$ cat config.mk
export PLATFORM = sky130hd
export DESIGN_NAME = asteroid_scheduler
export DESIGN_NICKNAME = d
export VERILOG_FILES = /design/src/rtl/asteroid_scheduler.sv
export SDC_FILE = /design/constraint.sdc
export NUM_CORES = 1
export LEC_CHECK = 0
export CAP_MARGIN = 10
export CORE_MARGIN = 3
export CORE_UTILIZATION = 40
export CTS_BUF_LIST = sky130_fd_sc_hd__clkbuf_16
export DETAILED_ROUTE_END_ITERATION = 7
export PLACE_DENSITY = 0.69
export REMOVE_ABC_BUFFERS = 1
export SYNTH_ARGS = -nofsm -noshare
export SYNTH_HDL_FRONTEND = slang
export SYNTH_SLANG_ARGS = --single-unit
export TNS_END_PERCENT = 10
$ cat constraint.sdc
create_clock -name clk -period 5.43 [get_ports clk]
set_input_delay 1.086 -clock clk [delete_from_list [all_inputs] [get_ports clk]]
set_output_delay 1.086 -clock clk [all_outputs]
set_load 0.02 [all_outputs]
$ cat src/rtl/asteroid_scheduler.sv
// asteroid_scheduler: spawns asteroid instances into free slots on a frame
// timer, tracks which slots are active, and arbitrates the per-slot pixel
// streams down to a single drawing/pixel pair.
// Optional feature: define ASTEROID_SPEED_RAMP_EN to ramp the speed output
// after every SPEED_STEP successful spawns (saturating at SPEED_MAX).
module asteroid_scheduler #(
    parameter int SLOTS          = 8,
    parameter int SPAWN_INTERVAL = 60,
    parameter int SPEED_STEP     = 16,
    parameter int SPEED_MAX      = 7,
    parameter int COLR_BITS      = 4
) (
    input  logic                       clk,
    input  logic                       rst,
    input  logic                       frame,
    input  logic [SLOTS-1:0]           retire,
    input  logic [SLOTS-1:0]           ast_drawing,
    input  logic [SLOTS*COLR_BITS-1:0] ast_pixel,
    output logic [SLOTS-1:0]           enabled,
    output logic [SLOTS-1:0]           spawn,
    output logic [15:0]                spawn_id,
    output logic [2:0]                 speed,
    output logic                       full,
    output logic                       drawing,
    output logic [COLR_BITS-1:0]       pixel
);

    localparam int TW = (SPAWN_INTERVAL > 1) ? $clog2(SPAWN_INTERVAL) : 1;
    localparam int SW = (SLOTS > 1) ? $clog2(SLOTS) : 1;
    localparam logic [TW-1:0] TIMER_RELOAD = TW'(SPAWN_INTERVAL - 1);

    typedef enum logic [1:0] {
        IDLE   = 2'd0,
        SEARCH = 2'd1,
        SPAWN  = 2'd2
    } state_t;

    state_t            state;
    state_t            state_nxt;
    logic [TW-1:0]     timer;
    logic [15:0]       id_cnt;
    logic [SW-1:0]     free_idx;
    logic              free_found;
    logic [SLOTS-1:0]  spawn_set;
    logic              arb_found;
    logic [COLR_BITS-1:0] arb_pixel;

    // Lowest-index free slot, evaluated against the current enabled vector.
    always_comb begin
        free_found = 1'b0;
        free_idx   = '0;
        for (int unsigned i = 0; i < SLOTS; i++) begin
            if (!free_found && !enabled[i]) begin
                free_found = 1'b1;
                free_idx   = SW'(i);
            end
        end
    end

    // Next-state logic for the spawn sequencer.
    always_comb begin
        state_nxt = state;
        spawn_set = '0;
        case (state)
            IDLE:    if (frame && timer == '0) state_nxt = SEARCH;
            SEARCH:  state_nxt = free_found ? SPAWN : IDLE;
            SPAWN: begin
                state_nxt = IDLE;
                spawn_set = spawn;
            end
            default: state_nxt = IDLE;
        endcase
    end

    // State register.
    always_ff @(posedge clk) begin
        if (rst) state <= IDLE;
        else     state <= state_nxt;
    end

    // Timer, slot bookkeeping and the spawn strobe. The strobe register also
    // serves as the latched slot, so enabled is set from it in SPAWN; OR-ing
    // after the retire mask lets a same-cycle spawn win over retire.
    always_ff @(posedge clk) begin
        if (rst) begin
            timer    <= TIMER_RELOAD;
            enabled  <= '0;
            spawn    <= '0;
            spawn_id <= '0;
            id_cnt   <= '0;
            full     <= 1'b0;
        end else begin
            spawn   <= '0;
            enabled <= (enabled & ~retire) | spawn_set;
            case (state)
                IDLE: begin
                    if (frame && timer != '0) timer <= timer - 1'b1;
                end
                SEARCH: begin
                    if (free_found) begin
                        spawn    <= SLOTS'(1) << free_idx;
                        spawn_id <= id_cnt;
                    end else begin
                        full  <= 1'b1;
                        timer <= '0;
                    end
                end
                SPAWN: begin
                    id_cnt <= id_cnt + 16'd1;
                    timer  <= TIMER_RELOAD;
                    full   <= 1'b0;
                end
                default: ;
            endcase
        end
    end

`ifdef ASTEROID_SPEED_RAMP_EN
    localparam int SCW = (SPEED_STEP > 1) ? $clog2(SPEED_STEP) : 1;

    logic [SCW-1:0] spawn_cnt;

    // Count successful spawns and bump speed every SPEED_STEP of them.
    always_ff @(posedge clk) begin
        if (rst) begin
            spawn_cnt <= '0;
            speed     <= 3'd1;
        end else if (state == SPAWN) begin
            if (spawn_cnt == SCW'(SPEED_STEP - 1)) begin
                spawn_cnt <= '0;
                if (speed < 3'(SPEED_MAX)) speed <= speed + 3'd1;
            end else begin
                spawn_cnt <= spawn_cnt + 1'b1;
            end
        end
    end
`else
    assign speed = 3'd1;
`endif

    // Priority pick of the lowest-index active slot that is drawing.
    always_comb begin
        arb_found = 1'b0;
        arb_pixel = '0;
        for (int unsigned i = 0; i < SLOTS; i++) begin
            if (!arb_found && ast_drawing[i] && enabled[i]) begin
                arb_found = 1'b1;
                arb_pixel = ast_pixel[i*COLR_BITS +: COLR_BITS];
            end
        end
    end

    // Registered arbiter output.
    always_ff @(posedge clk) begin
        if (rst) begin
            drawing <= 1'b0;
            pixel   <= '0;
        end else begin
            drawing <= arb_found;
            pixel   <= arb_pixel;
        end
    end

endmodule

==> impl_results.md <==
* PortBufs at approximately 90
* Worst-Skew Late Latency at 320 ps
* Status: complete, no violations
* Post-CTS sizing at 0
* N_diodes at 0
* Syn Area/Cell at 8.37 um2
* Vias in the first global route at between 2k and 3k
* Rows at 30
* Main synth FF type: dfxtp_1
* Overall global routing resource usage at 19.5%
* Hold Buf Count CTS at 0
* Final GP Congestion at roughly 0.87
* Largest net degree at the start of global routing at 52
* Pleak at roughly 1.4 nW
* Measured slew at the worst slew-check pin at between 1000 and 1500 ps
* CTS Buf Count at 9
* Synthesized area at 2950 um2
* Die Ht at about 92 um
* Fill cells at between 600 and 700
* Met2 WL at ~4.0 mm
* Most frequent cells after synthesis: dfxtp_1, nand2_1, a21oi_1
* Via Count at around 2.8k
* Synthesis-to-finish area growth at 40.5%
* Pwr/cell area at 258 nW/um2
* Die Footprint at around 8400 um2
* CP endpoint kind: flop
* Sink Count at slightly above 60
* Required @ worst endpoint at around 5600 ps
* Top delay family on crit path: compound AO/OA/AOI/OAI gates
* Root Driver: clkbuf_16
* Layout cells sized above 1 at between 5 and 6%
* Die width at approximately 92 um
* RSZ-0062 raised after global routing: no
* # Max-Cap Violations at 0
* Internal Dissipation at around 0.84 mW
* FFs w/ async S/R, synth at 0%
* Clk pin slew, worst setup/hold paths at 50 ps
* Core Area at around 7000 um2
* Slowest Stage Delay on Critical Path at roughly 950 ps
* Setup Viol. Count Final at 0
* Initial antenna violation count at 0
* DR DRC count at 0
* VDD IR max at roughly 160 uV
* Most numerous cell in the Yosys netlist: dfxtp_1
* Final period utilization at 56.1%
* Synth top area share at a little over two fifths
* Starting Density at 42.2%
* YS warnings at 0
* DR top layer: met4
* Synth unique cells at a little over 60
* Max clock buf depth at 2
* Max Clk Rate at 328 MHz
* Switching part of the total power at 21.0%
* H-tree depth at 3
* Final antenna-violating net count at 0
* Combinational power share at ~5.5%
* I/O pins at 92
* DRT Wirelength at ~8 mm
* Top cells by area, synth: dfxtp_1, nand2_1, a21oi_1
* Slew margin rel. at between 20% and 30%
* Cells after synthesis at approximately 350
* Leading area contributor after synthesis: dfxtp_1
* Vias per Instance at roughly 5.3
* Nets@finish at ~490
* Multi-input logic area at about 1600 um2
* Synth Register Bits at 62
* Crit path cell chain: clkdlybuf4s50_1, a222oi_1, nand2_1, o32ai_1, a211oi_1
* First-pass GRT wire length at ~13 mm
* P_sw at 0.224 mW
* EDFF count, synth at 0
* Non-filler instance count after layout at about 530
* Final Skew at 5.46 ps
* Inst Count DP at around 520
* Sequential Power Share at between 40% and 50%
* Clk pwr share at around 52%
* Detail Placement HPWL at just under 6 mm
* Final critical-path required period at 3050 ps
* Hold Fails Final Rpt at 0
* Worst setup SP type: input port
* Initial DRT Pass Iterations at 4
* Overflow left after global routing at 0
* Crit path kind: in2reg
* CP bufs+invs at 1
* Slowest cell on crit path: a222oi_1
* Hold Path Class: reg2reg
* CTS tree: built
* Worst Path Arrival at 3240 ps
* Post-route setup TNS at 0 ps
* Met3 routed WL at 276 um
* Slew Limit Fails at 0
* Average wire per standard cell at around 15 um
* Register area at ~1200 um2
* Iter 0 DRT Violations at 144
* Setup bufs post-CTS at 0
* Register area share after synthesis at 42.1%
* Wl on met1 at 3.59 mm
* Crit-path max FO at 11
## layer usage
layer  vias up  track usage (%)
li1       1428                -
met5         -                0
met4         0             8.42
met2        79             32.7
met1      1302             24.3
met3        14             4.02
## logic make-up after synthesis
kind of cell,count (synthesis),synth area share [%]
simple gates,154,26.6
compound gates,87,19.7
flops,62,42.1
buf+inv,27,4.46
xor+xnor,11,3.27
fa+ha+maj,6,2.55
mux,3,1.06
other cells,2,0.255
## state kept, by name (all words and copies together) (netlist names)
signal	count
enabled	8
spawn_id	16
spawn	8
full	1
timer	6
drawing	1
id_cnt	16
state	2
pixel	4
## worst register-to-register path: stages (launching register included)
cell and delay, ps:
dfxtp_1 440, a222oi_1 970, nand2_1 270, o32ai_1 360, a211oi_1 80
## power by group through the flow
| stage | Combinational, mW | Clock, mW | Sequential (mW) |
|---|---|---|---|
| 2_1_floorplan | 0.0113 | 0 | 0.468 |
| 6_report | 0.0583 | 0.552 | 0.459 |
| 4_1_cts | 0.0583 | 0.562 | 0.458 |
| 5_1_grt | 0.0623 | 0.582 | 0.458 |
| 3_5_place_dp | 0.0578 | 0 | 0.468 |
| 3_3_place_gp | 0.0578 | 0 | 0.468 |
## cell usage in the layout (no fill, tap or decap), types with 3 or more instances in the layout
cell and instances:
conb_1 3, dfxtp_1 62, and2_1 3, a31oi_1 5, o211ai_1 3, nand2b_1 10, nor4_1 3, nand2_1 56
o21ai_0 12, xor2_1 6, nor3_1 7, a211oi_1 5, nand3_1 15, nand4_1 6, clkbuf_16 9, inv_1 8
nor2b_1 7, and3_1 3, ha_1 6, clkdlybuf4s50_1 87, xnor2_1 5, a21oi_1 32, nor2_1 24, and4_1 7
o32ai_1 3
## path summary, 6_finish.rpt
path / cells past startpoint / from / endpoint / slack [ps]
hold reg to reg: 2 / spawn_id[12] / spawn_id[12] / 450
setup reg to reg: 4 / enabled[0] / pixel[3] / 3170
setup / recovery: 5 / ast_drawing[0] / pixel[3] / 2380
hold / removal: 2 / spawn_id[12] / spawn_id[12] / 450
## layout make-up
class                           instances  share of cell area [%]
Multi-Input combinational cell        264                    38.1
Clock inverter                          6                    1.51
Sequential cell                        62                    30.0
Timing Repair Buffer                   89                    21.3
Inverter                                8                   0.725
Clock buffer                            9                    5.44
Tap cell                               96                    2.90
## per-stage QoR
| stage | instance area (um2) | total power, mW | setup WS (ps) | utilization (%) | hold slack (ps) |
|---|---|---|---|---|---|
| final | 4140 | 1.07 | 2380 | 59.3 | 454 |
| after global routing | 4140 | 1.10 | 2060 | 59.3 | 473 |
| after CTS | 4140 | 1.08 | 2410 | 59.3 | 454 |
| after detailed placement | 3850 | 0.526 | 2070 | 55.2 | 447 |
| after global placement | 3850 | 0.526 | 2100 | 55.2 | 445 |
| after floorplan | 2850 | 0.479 | 2920 | - | 431 |
(Power assumes the default switching activity.)
